`src/rtl/demux1to16_wb.sv`:
```
// Write-back register bank: one WIDTH-bit write per cycle steered into one of 16 entries,
// through a single pending stage that can be stalled by hold without losing the request.
module demux1to16_wb #(
    parameter int                 WIDTH     = 64,
    parameter int                 ZERO_IDX  = 15,
    parameter logic [WIDTH-1:0]   RESET_VAL = '0
) (
    input  logic                  clk,
    input  logic                  reset,
    input  logic                  in_valid,
    output logic                  in_ready,
    input  logic [3:0]            in_sel,
    input  logic [WIDTH-1:0]      in_data,
    input  logic                  hold,
    output logic [16*WIDTH-1:0]   q,
    output logic [15:0]           wr_onehot,
    output logic                  wr_done
);

    localparam logic [3:0] ZSEL = 4'(ZERO_IDX);

    logic             pend_valid_q, pend_valid_d;
    logic [3:0]       pend_sel_q;
    logic [WIDTH-1:0] pend_data_q;
    logic [15:0]      wr_onehot_q, wr_onehot_d;
    logic             wr_done_q;
    logic             accept, commit;

    assign in_ready = !pend_valid_q || !hold;
    assign accept   = in_valid && in_ready;
    assign commit   = pend_valid_q && !hold;

    // Commit and accept may coincide: the old entry drains while the new one loads.
    always_comb begin
        pend_valid_d = pend_valid_q;
        if (accept)
            pend_valid_d = 1'b1;
        else if (commit)
            pend_valid_d = 1'b0;
        wr_onehot_d = '0;
        if (commit && pend_sel_q != ZSEL)
            wr_onehot_d = 16'd1 << pend_sel_q;
    end

    always_ff @(posedge clk or negedge reset) begin
        if (!reset) begin
            pend_valid_q <= 1'b0;
            pend_sel_q   <= '0;
            pend_data_q  <= '0;
            wr_onehot_q  <= '0;
            wr_done_q    <= 1'b0;
        end else begin
            pend_valid_q <= pend_valid_d;
            if (accept) begin
                pend_sel_q  <= in_sel;
                pend_data_q <= in_data;
            end
            wr_onehot_q <= wr_onehot_d;
            wr_done_q   <= commit;
        end
    end

    assign wr_onehot = wr_onehot_q;
    assign wr_done   = wr_done_q;

    for (genvar i = 0; i < 16; i++) begin : g_entry
        if (i == ZERO_IDX) begin : g_zero
            assign q[i*WIDTH +: WIDTH] = '0;
        end else begin : g_reg
            logic [WIDTH-1:0] entry_q;
            always_ff @(posedge clk or negedge reset) begin
                if (!reset)
                    entry_q <= RESET_VAL;
                else if (commit && pend_sel_q == 4'(i))
                    entry_q <= pend_data_q;
            end
            assign q[i*WIDTH +: WIDTH] = entry_q;
        end
    end

endmodule

```
`config.mk`:
```
export PLATFORM = sky130hd
export DESIGN_NAME = demux1to16_wb
export DESIGN_NICKNAME = d
export VERILOG_FILES = /design/src/rtl/demux1to16_wb.sv
export SDC_FILE = /design/constraint.sdc
export NUM_CORES = 1
export LEC_CHECK = 0
export CELL_PAD_IN_SITES_DETAIL_PLACEMENT = 2
export CELL_PAD_IN_SITES_GLOBAL_PLACEMENT = 2
export CORE_AREA = 2 2 438 440
export CTS_CLUSTER_DIAMETER = 50
export DETAILED_ROUTE_END_ITERATION = 8
export DIE_AREA = 0 0 440 442
export PLACE_DENSITY = 0.66
export SLEW_MARGIN = 20
export SYNTH_ARGS = -nofsm -noshare
export SYNTH_HDL_FRONTEND = slang
export SYNTH_SLANG_ARGS = --single-unit
```
`constraint.sdc`:
```
create_clock -name clk -period 1.71 [get_ports clk]
set_input_delay 0.2565 -clock clk [delete_from_list [all_inputs] [get_ports clk]]
set_output_delay 0.2565 -clock clk [all_outputs]
set_load 0.05 [all_outputs]
```
# Yosys cells after proc, flatten, opt, wreduce, memory -nomap -nowiden
# Index checks and enable logic that the tools add are counted.
dict set report op_classes {
  add_sub_neg 0
  mul 0
  div_mod_pow 0
  magnitude_cmp 0
  n_eq_ne 15
  n_shift 1
  n_mux 3
  n_bitwise 0
  n_reduce_logical 23
}
# op n
set ops {}
lappend ops {{equality test 4 bit, second input constant} 7}
lappend ops {{logical AND 1 bit} 18}
lappend ops {{equality test 4 x 3 -> 1 bit, second input constant} 4}
lappend ops {{two-way mux 16 bit} 1}
lappend ops {{<< shifter 1 x 4 -> 16 bit, first input constant} 1}
lappend ops {{equality test 4 x 2 -> 1 bit, second input constant} 2}
lappend ops {{equality test 4 x 1 -> 1 bit, second input constant} 1}
lappend ops {{logical NOT 4 bit} 1}
lappend ops {{!= test 4 bit, second input constant} 1}
lappend ops {{logical NOT 1 bit} 2}
lappend ops {{two-way mux 1 bit} 2}
lappend ops {{nonzero test 2 bit} 1}
lappend ops {{logical OR 1 bit} 1}
dict set report totals {
  register_bits 1046
  latchBits 0
  ram_bits 0
  romBits 0
  word_cells 62
  memories 0
}

# Depth between registers and ports, before layout
# Gate-level depths: netlist of the first run.
dict set report logic_depth {
  word_depth 4
  mapped_depth 6
  mapped_depth_nobuf 3
}

# Worst setup path before layout of the first run
# Ideal clock, no wire load.
dict set report synth_path {
  path_kind {register to register}
  from {register pend_valid_q}
  to {register pend_data_q[21]}
  arrival_ps 1732
  t_required_ps 1585
  setup_slack_ps -147
  path_stages_with_launch 7
  n_path_buf 3
  period_less_slack_ps 1857
  cell_sequence {dfrtp_1 -> nand2_1 -> and2_1 -> clkbuf_1 -> buf_6 -> buf_6 -> mux2_2}
}
dict set report synth_between {
  elab_chain_len 3
}
# item line_no
set synth_lines {}
lappend synth_lines {{start, declared} 22} ;# logic pend_valid_q, pend_valid_d;
lappend synth_lines {{start signal, assigned} 53} ;# pend_valid_q <= pend_valid_d;
lappend synth_lines {{logical NOT 1 bit} 29} ;# assign in_ready = !pend_valid_q || !hold;
lappend synth_lines {{logical OR 1 bit} 29}
lappend synth_lines {{named net in_ready} 11} ;# output logic in_ready,
lappend synth_lines {{logical AND 1 bit} 30} ;# assign accept = in_valid && in_ready;
lappend synth_lines {{end signal, assigned} 56} ;# pend_data_q <= in_data;
lappend synth_lines {{end, declared} 24} ;# logic [WIDTH-1:0] pend_data_q;
# The timed path passes the listed nets, and every way through them passes these cells.
# A chain may end at the register's enable or synchronous reset.

# Worst setup path after layout of the first run
dict set report layout_path {
  from {register pend_sel_q[0]}
  to {register g_entry[8].g_reg.entry_q[47]}
}
dict set report layout_between {
  elab_chain_len 2
}
# item line_no
set layout_lines {}
lappend layout_lines {{start, declared} 23} ;# logic [3:0] pend_sel_q;
lappend layout_lines {{start signal, assigned} 55} ;# pend_sel_q <= in_sel;
lappend layout_lines {{equality test 4 bit} 74} ;# else if (commit && pend_sel_q == 4'(i))
lappend layout_lines {{logical AND 1 bit} 74}
lappend layout_lines {{end signal, assigned} 75} ;# entry_q <= pend_data_q;
lappend layout_lines {{end, declared} 70} ;# logic [WIDTH-1:0] entry_q;
# No other way between the ends.

==> results.txt, run 1 <==
The overall track demand over capacity in global routing came out at 17.52%. The floorplan has 160 rows. Timing would allow up to 512.7 MHz. Of the post-synthesis cell area, the dominant cell type holds 65.94%.

The required time at the worst-slack endpoint came out at 2.38 ns. The prevailing post-synth register cell is sky130_fd_sc_hd__dfrtp_1. Counting flops with an async set or reset pin after synthesis yields a share of 100.0%. The insertion delay to the later sink of the worst-skew pair came out at 0.79 ns. The slew at the pin closest to its max-slew limit came out at 0.9639 ns.

The detail-routed net length per standard cell came out at 29.07 um. Summed over all instances, the cell type with the most area after synthesis is sky130_fd_sc_hd__dfrtp_1. The number of top-level design ports is 1,114.

The kind of end point of the critical path is a flop. Each instance of the synthesized netlist takes up on average 16.87 um2. The die footprint came out at 0.1945 mm2. The number of max-slew violations in the final report came out at 0. The final reports fail on setup timing. The run finished, with violations left. The placed wire-length estimate after detailed placement is 122,000 um. Counting along the longest clock path gives a buffer depth of 3.

TritonCTS built the clock tree. The number of synthesized flops with an enable pin came out at 0. The horizontal die dimension came out at 440 um.

The highest net fanout along the worst path is 34. The final critical-path required period came out at 1.951 ns. Setup slack on the critical path of the routed design comes to -0.2406 ns. The max-capacitance violation count came out at 0. In this run the worst hold path is classified as input port to flop.

The floorplan step defined a core boundary enclosing 0.1896 mm2. The initial antenna violation count is 13. The multi-input combinational cells in the finished layout cover a total of 0.01329 mm2. The sequential share of the synthesized area came out at 65.94%. Counting the fill cells in the layout gives 19,425. By count the netlist is led by sky130_fd_sc_hd__dfrtp_1, sky130_fd_sc_hd__mux2_2, sky130_fd_sc_hd__buf_4, sky130_fd_sc_hd__clkbuf_1, sky130_fd_sc_hd__buf_6.

Setup repair after global routing could not meet its margin everywhere. The clock tree skew after final layout came out at 0.03137 ns. For this run, the detailed router's first-pass iteration total came to 4. After synthesis, the cell types taking the most area are sky130_fd_sc_hd__dfrtp_1, sky130_fd_sc_hd__mux2_2, sky130_fd_sc_hd__buf_4, sky130_fd_sc_hd__buf_6, sky130_fd_sc_hd__clkbuf_1. The layout overhead on the synthesized area is 51.80%.

The sequential cell area in the final layout is 0.02619 mm2. The first-pass GRT wire length came out at 239,500 um. The proportion of layout cells with a drive suffix above 1 is 67.15%. The count of nets left with antenna violations after detail routing came out at 0.

The number of DRC violations after detailed-routing iteration 0 came out at 1,083. After synthesis the netlist holds a flip-flop and latch count of 1,046. The post-synthesis instance area is 0.03969 mm2. The net count reported at finish is 3,744. The launching element type of the critical path is a flop. The worst setup path category is flop to flop. In this run the clock root is driven by a sky130_fd_sc_hd__clkbuf_16. Setup violations remaining at the end of the flow were counted as 898. During synthesis, Yosys emitted a total of 0 warnings.

The effective utilization at floorplan came out at 20.94%. The total grt overflow is 0. The congestion estimate from routability-driven global placement came to 0.7982.

The number of clock buffers added by TritonCTS is 144. The worst pin sits at a relative slew slack of 35.74%. The number of sinks on the clock net came out at 1,046. The cell with the most instances after synthesis is sky130_fd_sc_hd__dfrtp_1. The overall routed net length is 183,200 um. The largest net degree at the start of global routing is 123. The synthesized netlist contains 21 unique library cells. After clock tree synthesis, the clock-pin slew on the worst setup and hold paths is 0.05 ns. Data on the critical path arrives at its endpoint at 2.62 ns. The number of global-route vias before repair is 28,802. The number of DRC violations after detailed routing is 0. The gate count of the mapped netlist is 2,353.

The level count of the clock H-tree came out at 4. Input and output buffers added on the ports amount to 1,049. The die extent in y is 442 um. The vias after detailed routing came out at 26,140. The number of endpoints with negative hold slack in the final report came out at 0.

The final worst-path cycle share came out at 114.1%. The accumulated negative setup slack came out at -117.25 ns. The via-per-instance ratio is 4.147.
## worst paths after layout
kind,depth (start not counted),startpoint,slack (ns),to
worst max-delay path,6,pend_sel_q[0]$_DFFE_PN0P_,-0.24,g_entry[8].g_reg.entry_q[47]$_DFFE_PN0P_
worst min-delay path,2,in_data[4],0.09,pend_data_q[4]$_DFFE_PN0P_
worst max register to register,6,pend_sel_q[0]$_DFFE_PN0P_,-0.24,g_entry[8].g_reg.entry_q[47]$_DFFE_PN0P_
worst min register to register,1,g_entry[13].g_reg.entry_q[52]$_DFFE_PN0P_,0.50,g_entry[13].g_reg.entry_q[52]$_DFFE_PN0P_
max in group asynchronous,3,reset,0.71,g_entry[8].g_reg.entry_q[39]$_DFFE_PN0P_
min in group asynchronous,3,reset,0.27,g_entry[12].g_reg.entry_q[60]$_DFFE_PN0P_
## critical path, stage by stage (launching register included)
cell                      delay (ns)
sky130_fd_sc_hd__dfrtp_2        0.44
sky130_fd_sc_hd__nor4b_4        0.31
sky130_fd_sc_hd__buf_4          0.18
sky130_fd_sc_hd__buf_4          0.11
sky130_fd_sc_hd__nand2_4        0.07
sky130_fd_sc_hd__buf_12         0.18
sky130_fd_sc_hd__mux2_2         0.39
## kinds of logic after synthesis
kind of cell | count (synthesis) | share of synthesized area [%]
simple gates | 27 | 0.4602
mux | 1028 | 29.22
buf+inv | 251 | 4.369
other cells | 1 | 0.009447
flops | 1046 | 65.94
## layout by cell type (no fill, tap or decap), types with 6 or more instances in the layout
master,netlist,final
sky130_fd_sc_hd__clkbuf_1,65,30
sky130_fd_sc_hd__nand2_8,0,6
sky130_fd_sc_hd__bufinv_16,0,12
sky130_fd_sc_hd__dfrtp_2,0,10
sky130_fd_sc_hd__buf_6,55,14
sky130_fd_sc_hd__buf_8,0,28
sky130_fd_sc_hd__dfrtp_1,1046,1036
sky130_fd_sc_hd__mux2_4,6,295
sky130_fd_sc_hd__buf_4,91,1072
sky130_fd_sc_hd__inv_6,0,13
sky130_fd_sc_hd__conb_1,1,65
sky130_fd_sc_hd__clkinv_4,0,8
sky130_fd_sc_hd__clkbuf_16,0,172
sky130_fd_sc_hd__clkdlybuf4s50_1,0,70
sky130_fd_sc_hd__diode_2,0,6
sky130_fd_sc_hd__buf_12,0,94
sky130_fd_sc_hd__clkbuf_8,0,17
sky130_fd_sc_hd__dlygate4sd3_1,0,25
sky130_fd_sc_hd__buf_16,0,22
sky130_fd_sc_hd__mux2_2,1013,729
sky130_fd_sc_hd__clkinv_2,0,19
sky130_fd_sc_hd__inv_1,10,10
## state kept, by name, summed over array words and instances (netlist names)
name / flops
pend_data_q: 64
pend_valid_q: 1
g_entry.g_reg.entry_q: 960
wr_done: 1
pend_sel_q: 4
wr_onehot: 16
## through the flow
step / hold WS [ns] / setup WS, ns / cells / util, % / area (um2)
floorplan: -0.03909 / 0.008807 / 2417 / - / 39940
global placement: 0.1464 / -0.6362 / 5930 / 27.42 / 51980
detailed placement: 0.1562 / -0.6716 / 5930 / 27.42 / 51980
CTS: 0.0001433 / -0.2529 / 6272 / 31.15 / 59050
global route: 0.03559 / -0.3052 / 6302 / 31.78 / 60250
finish: 0.08855 / -0.2406 / 6304 / 31.78 / 60260
## layout make-up
type | count | share of cell area [%]
inverters | 10 | 0.06229
clock buffers | 196 | 6.763
flip-flops and latches | 1046 | 43.46
repair buffers | 1350 | 21.05
well taps | 2511 | 5.214
clock inverters | 65 | 1.373
diodes | 6 | 0.02492
multi-input cells | 1120 | 22.05
## what timing repair did
action	CTS	global route
gates resized for setup	267	182
hold buffers	25	0
setup buffers	43	17
setup endpoints to repair	1478	1028
gates cloned	16	24
hold endpoints to repair	993	0
pin swaps	4	6
## per-layer routing
metal,vias to the layer above,track usage (%),share of wire [%]
li1,10778,-,-
met4,2,7.328,4.0
met5,-,0,0.0071
met1,14206,19.53,38
met2,850,31.46,53
met3,304,4.357,5.6
Power of run 1 is not shown: default switching activity piles up to over one toggle a cycle in this logic, so the estimate is an artifact.
==> run 2: changes to the inputs <==
CORE_AREA = 3 3 439 441   (was 2 2 438 440)
DIE_AREA = 0 0 442 444   (was 0 0 440 442)
TNS_END_PERCENT = 100   (was not set)
==> run 2 against run 1 <==
The run still ends with setup timing left. Cell count fell by 0.68%. Highest routed layer is now met4. Core utilization fell by 0.60 points. Clock skew rose by 0.0040 ns. Fmax fell by 3.0%. First-iteration DRC count rose by 16%. Critical endpoint is now g_entry[11].g_reg.entry_q[48]$_DFFE_PN0P_.
==> results.txt, run 2 (synthesized netlist as in run 1, its figures left out) <==
The flow ran to the end, but the final reports show violations. The checks that failed: setup timing. The maximum single-stage delay on the critical path came out at 0.44 ns. The most common library cell in the layout ignoring fill and taps is sky130_fd_sc_hd__buf_4. The H-tree was split into 4 levels. The core occupancy in the finished layout came out at 31.19%.

The number of flip-flops under the largest register name is 960. The count of port buffers added during placement came out at 1,049. The TritonCTS clock tree is built. The register bank with the most flops is g_entry.g_reg.entry_q. The die extent in y is 444 um. The overall track demand over capacity in global routing came out at 17.18%. The highest attainable clock frequency is 497.1 MHz. Along the worst path, the maximum fanout reaches 8. Setup repair after global routing could not meet its margin everywhere. The initial antenna violation count came out at 14. The number of rows in the core area came out at 160.

The reg-to-reg setup timing slack is -0.30 ns. The clock arrives with 0.03541 ns of skew. Adding up every negative setup slack in the final design gives -146.91 ns. The detail-routed net length per standard cell is 28.51 um.

Data on the critical path is required at its endpoint by 2.36 ns. The max-capacitance violation count is 0. The die covers 0.1962 mm2. The total grt overflow came out at 0. The signal on the critical path passes through nand4b_1, nor3b_4, buf_12, clkbuf_16, mux2_2. For the pin with the worst max-slew slack, the measured transition is 1.044 ns. The final critical-path required period is 2.012 ns. The number of endpoints with negative hold slack in the final report came to 0. The final critical path takes up 117.6% of the cycle. The count of nets left with antenna violations after detail routing came out at 0. Setup violations remaining at the end of the flow were counted as 941.

Entering global routing, the biggest net connects 115 pins. The path class of the tightest hold or removal check is input port to flop. STA classifies the critical path endpoint as a flop. Detailed placement finished with a half-perimeter wire length of 122,100 um.

The effective utilization at floorplan is 20.94%. The first-pass GRT wire length is 239,000 um. For the worst-skew pair, the clock arrives at the later sink with an insertion delay of 0.78 ns. The total iterations of the first detailed-routing run is 4. The number of global-route vias before repair was 28,818. The number of max-slew violations in the final report came out at 0. The net count reported at finish is 3,694. The number of sinks on the clock net is 1,046.

The CTS buffer count is 142. The clock-pin transition on the worst setup and hold timing paths is 0.06 ns. From synthesis to final layout, the design area changed by 48.96%. The total area inside the core boundary comes to 0.1896 mm2. The routability congestion estimate came out at 0.7799. Clock tree synthesis selected as its root buffer the cell sky130_fd_sc_hd__clkbuf_16. The launching element type of the critical path is a flop. The post-route netlist has 67.26% of its cells at a drive strength greater than 1. The via-per-instance ratio came out at 4.146.

The overall routed net length is 178,500 um. The worst setup path is of the flop to flop kind. The vias after detailed routing came out at 25,955. The worst setup margin is -0.3016 ns. Measured against its own limit, the worst slew margin works out to 30.43%. In the layout the commonest cells are sky130_fd_sc_hd__buf_4, sky130_fd_sc_hd__dfrtp_1, sky130_fd_sc_hd__mux2_2. The number of DRC violations after detailed-routing iteration 0 came out at 1,251. The number of top-level design ports came out at 1,114. The slowest cell on the critical path is sky130_fd_sc_hd__dfrtp_2. The number of DRC violations after detailed routing is 0. The number of buffers on the longest clock path is 3. At the worst endpoint, the arrival time is 2.66 ns. The horizontal die dimension came out at 442 um.
-- run 2: worst paths after layout --
path                                                            from                                        end  depth (start not counted)
max                                        pend_sel_q[1]$_DFFE_PN0P_  g_entry[11].g_reg.entry_q[48]$_DFFE_PN0P_                          5
min                                                       in_data[7]                 pend_data_q[7]$_DFFE_PN0P_                          2
max reg2reg                                pend_sel_q[1]$_DFFE_PN0P_  g_entry[11].g_reg.entry_q[48]$_DFFE_PN0P_                          5
min reg2reg                g_entry[13].g_reg.entry_q[50]$_DFFE_PN0P_  g_entry[13].g_reg.entry_q[50]$_DFFE_PN0P_                          1
max in group asynchronous                                      reset   g_entry[2].g_reg.entry_q[49]$_DFFE_PN0P_                          4
min in group asynchronous                                      reset   g_entry[2].g_reg.entry_q[50]$_DFFE_PN0P_                          3
-- run 2: stage by stage --
stage	cells	cell area (um2)	setup slack (ns)	hold slack, ns
4_1_cts	6227	58030	-0.2668	0.005167
3_3_place_gp	5927	52020	-0.6363	0.1973
3_5_place_dp	5927	52020	-0.6275	0.1997
6_report	6261	59130	-0.3016	0.09812
5_1_grt	6255	59110	-0.3712	0.04019
2_1_floorplan	2417	39940	0.008807	-0.03909
-- run 2: final cells by class --
class | instances | area (um2)
Fill cell | 19483 | 130500
Sequential cell | 1046 | 26180
Multi-Input combinational cell | 1121 | 12870
Timing Repair Buffer | 1301 | 11990
Clock buffer | 182 | 3914
Tap cell | 2511 | 3142
Clock inverter | 76 | 952.2
Inverter | 10 | 37.54
Antenna cell | 14 | 35.03
-- run 2: timing repair --
item                       4_1_cts  5_1_grt
setup buffers                   23       10
hold endpoints to repair       861        0
resized for setup              126      174
pin swaps                        3        2
setup endpoints to repair     1072     1047
hold buffers                     5        0
gates cloned                    14       16
-- run 2: metal layers --
metal | vias up | global-route usage, % | wire length, um
met2 | 831 | 31.21 | 93960
met4 | 0 | 6.662 | 7341
met5 | - | 0 | 0
met3 | 272 | 4.298 | 9035
li1 | 10689 | - | -
met1 | 14163 | 19.20 | 68190
-- run 2: critical path, delay by kind of cell, from the launching register on --
family / cells / cell delay, ns
AND/OR/NAND/NOR: 2 / 0.56
buffers and inverters: 2 / 0.50
flip-flops: 1 / 0.44
multiplexers: 1 / 0.35
Power of run 2 is left out for the same reason.
==> run 3: changes to the inputs <==
ABC_AREA = 1   (was not set)
CORE_AREA = 3 3 430 432   (was 3 3 439 441)
DIE_AREA = 0 0 433 435   (was 0 0 442 444)
PLACE_DENSITY = 0.78   (was 0.66)
SLEW_MARGIN = not set   (was 20)
==> run 3 against run 2 <==
The flow still finishes with violations (setup timing). Core utilization rose by 6.4 points. Sequential share of layout area fell by 5.7 points. Wire length rose by 73%. Synthesized cell count rose by 100%. Cell count rose by 37%. Fmax fell by 5.2%. Critical endpoint is now q[28].
==> results.txt, run 3 <==
The run finished, with violations left. The final reports fail on setup timing. The net count reported at finish is 6,120. Power spread over the standard cell area amounts to 2114 mW/mm2. The largest total area in the synthesized netlist belongs to sky130_fd_sc_hd__dfrtp_1. The part of the total power dissipated in sequential elements came out at 30.0%. Of the post-synthesis cell area, the dominant cell type holds 62.66%. In this run the critical register-to-register path is captured at g_entry[6].g_reg.entry_q[40]$_DFFE_PN0P_. The effective utilization at floorplan is 23.09%. The vias after detailed routing is 46,235. The cell internal power dissipation came out at 72.44 mW. Yosys printed 0 warnings. The count of port buffers added during placement came out at 1,049. The clock network accounts for 23.1% of the total power.

The post-synthesis instance area is 0.04177 mm2. The register with the most flip-flops in the layout has 960 of them. Traced cell by cell, the critical path runs through buf_6. The net switching share of the total power is 49.64%. The number of top-level design ports came out at 1,114.

The number of synthesized flops with an enable pin is 0. STA puts the critical path data arrival time at 1.87 ns. The largest net degree at the start of global routing came out at 77. In this run the worst path has a maximum fanout of 2. The worst slew margin relative to its limit is 9.397%. The fraction of power consumed by combinational cells came out at 46.9%.

Sorting the synthesized cells by area gives the leading types as sky130_fd_sc_hd__dfrtp_1, sky130_fd_sc_hd__nand2_1, sky130_fd_sc_hd__nand3_1, sky130_fd_sc_hd__buf_2, sky130_fd_sc_hd__clkbuf_1. The number of rows in the core area is 156. The cell with the most instances after synthesis is sky130_fd_sc_hd__nand2_1.

The net switching power figure is 71.39 mW. The most common library cell in the layout ignoring fill and taps is sky130_fd_sc_hd__nand2_1. The max-capacitance violation count came out at 0. The initial antenna violation count came to 33. The accumulated negative setup slack came out at -48.12 ns. Among all flip-flop cells after synthesis, the most frequent one is sky130_fd_sc_hd__dfrtp_1. The capture point of the critical path is q[28].

After synthesis, the share of flip-flops with an asynchronous set or reset is 100.0%. For this run, the register share of the synthesized area comes to 62.66%. The proportion of layout cells with a drive suffix above 1 came out at 34.88%. The clock tree root buffer cell is sky130_fd_sc_hd__clkbuf_16. The number of max-slew violations in the final report came out at 0. The gate count of the mapped netlist is 4,714. Final hold analysis gives a worst-case slack of 0.04225 ns.

The detail-routed net length per standard cell came out at 36.12 um. In this run the worst setup path begins at g_entry[0].g_reg.entry_q[28]$_DFFE_PN0P_. The final critical-path required period is 2.122 ns.

Static timing analysis puts the maximum clock frequency at 471.3 MHz. The worst setup path is captured at an output port. The overall track demand over capacity in global routing is 27.75%. Dividing the detail-routed via count by the number of cells gives 5.404. The worst hold path startpoint is in_data[12]. The depth of the worst register-to-register path is 10.

The die covers 0.1884 mm2. The top cell types in the final layout, fill and taps aside, are sky130_fd_sc_hd__nand2_1, sky130_fd_sc_hd__nand3_1, sky130_fd_sc_hd__dfrtp_1. The number of endpoints with negative hold slack in the final report came out at 0.

Relative to the synthesized area, the layout overhead comes to 62.89%. The reg-to-reg setup timing slack came out at -0.23 ns. The insertion delay to the later sink of the worst-skew pair came out at 0.84 ns. The clock tree skew after final layout is 0.04858 ns.

The number of sinks on the clock net is 1,046. The count of nets left with antenna violations after detail routing is 0. The worst setup path is launched from a flop.

The type of the most critical hold path is input port to flop. The horizontal die dimension is 433 um. For this run the aggregate overflow at the end of global routing stands at 0. Setup repair after global routing could not meet its margin everywhere. The number of unique standard cell types used by synthesis came out at 15. The maximum single-stage delay on the critical path is 0.76 ns. For this run, design rule violations remaining after detail routing come to 0. The die is 435 um tall. In this run, the number of DRC markers left after iteration 0 of detailed routing was 4,575. The final worst-path cycle share came out at 124.1%. The first global-routing pass estimated 378,400 um of wire. The sum of buffers and inverters on the critical path is 1. The routability congestion estimate is 0.8496. For this design the static power due to leakage is 35.62 nW.

The critical path is of the flop to output port type. The number of buffers on the longest clock path is 3. Wires add up to 309,100 um. At the pin with the least slew margin, the transition time is 1.359 ns.

The total area inside the core boundary comes to 0.1809 mm2. The required time at the worst-slack endpoint is 1.45 ns. Among all stages on the critical path, the largest delay is contributed by sky130_fd_sc_hd__dfrtp_1. Ranked by flip-flop count, first place goes to g_entry.g_reg.entry_q. The commonest cells after synthesis are sky130_fd_sc_hd__nand2_1, sky130_fd_sc_hd__dfrtp_1, sky130_fd_sc_hd__nand3_1, sky130_fd_sc_hd__clkbuf_1, sky130_fd_sc_hd__buf_2. The level count of the clock H-tree is 4. The number of failing setup endpoints in the final timing report came out at 892. The worst vdd rail ir drop is 1.180 mV.

The CTS buffer count is 148. For this run, the detailed router's first-pass iteration total came to 6. The post-synthesis register bit count came out at 1,046. The TritonCTS clock tree is built. The critical register-to-register path startpoint is pend_valid_q$_DFFE_PN0P_. On the critical path the largest part of the delay comes from flip-flops.

The critical path depth came out at 1. The number of global-route vias before repair is 49,732. The clock-pin transition on the worst setup and hold timing paths is 0.06 ns.

The placed wire-length estimate after detailed placement came out at 166,600 um. A synthesized cell averages 8.861 um2. The power consumption came out at 143.8 mW. After layout, the worst setup slack is -0.4119 ns.
run 3: changes by cell type in the layout (fill, tap and decap cells not counted), moves of 57 or more:
cell,before,now
sky130_fd_sc_hd__buf_4,1066,563
sky130_fd_sc_hd__dfrtp_2,4,61
sky130_fd_sc_hd__nand2_1,1,1835
sky130_fd_sc_hd__buf_6,13,763
sky130_fd_sc_hd__mux2_2,836,0
sky130_fd_sc_hd__nand2_2,0,148
sky130_fd_sc_hd__nand3_1,0,992
sky130_fd_sc_hd__nand2_4,6,71
sky130_fd_sc_hd__mux2_4,184,0
sky130_fd_sc_hd__dfrtp_1,1042,985
run 3: kinds of logic after synthesis:
group,Yosys count,share of synthesized area (%)
AND/OR/NAND/NOR,3111,31.10
buffers and inverters,552,6.180
flip-flops,1046,62.66
other,1,0.008978
AO/OA/AOI/OAI,4,0.04793
run 3: final cells by class:
cell class	instances	area, um2
diodes	19	47.55
clock buffers	198	4094
clock inverters	71	989.7
fillers	19012	112900
inverters	23	98.84
multi-input cells	3180	14630
flip-flops and latches	1046	26250
well taps	2370	2965
repair buffers	1649	18960
run 3: how the worst min path moves through the flow:
stage,depth (start not counted),end
after floorplan,0,g_entry[0].g_reg.entry_q[0]$_DFFE_PN0P_
after global placement,1,pend_data_q[30]$_DFFE_PN0P_
after global routing,3,pend_data_q[12]$_DFFE_PN0P_
final,3,pend_data_q[12]$_DFFE_PN0P_
after detailed placement,1,pend_data_q[30]$_DFFE_PN0P_
after CTS,3,pend_data_q[21]$_DFFE_PN0P_
run 3: power by group through the flow:
stage,registers [mW],clock network (mW),logic [mW]
floorplan,64.6,0,8.57
global placement,40.2,0,56.0
detailed placement,40.4,0,57.5
CTS,41.3,32.7,63.3
global route,43.3,34.5,69.3
finish,43.2,33.3,67.4
run 3: tightest hold or removal path, cell delays in order:
cell                              delay, ns
sky130_fd_sc_hd__clkdlybuf4s50_1       0.41
sky130_fd_sc_hd__nand3_1               0.09
sky130_fd_sc_hd__nand2_1               0.06
run 3: metrics by stage:
step	worst slack (ns)	instances	cell area, um2	utilization [%]
after floorplan	0.2708	4778	42010	-
after global placement	-0.3982	8019	54890	30.34
after detailed placement	-0.4302	8019	54890	30.34
after CTS	-0.1708	8439	64630	35.72
after global routing	-0.4393	8544	68010	37.59
final	-0.4119	8556	68040	37.60
run 3: timing repair:
| item | 4_1_cts | 5_1_grt |
|---|---|---|
| pin swaps | 16 | 61 |
| cloned | 15 | 75 |
| hold buffers | 13 | 0 |
| endpoints found under the hold margin | 1070 | 0 |
| buffers inserted | 125 | 30 |
| gates resized for setup | 858 | 410 |
| setup endpoints to repair | 915 | 1164 |
run 3: metal layers:
layer,track usage (%),vias up,wire [um]
met2,45.76,3234,144000
met3,6.726,1380,28310
li1,-,17552,-
met5,0,-,87
met1,31.08,24057,107300
met4,20.51,12,29440
(Power assumes the default switching activity.)
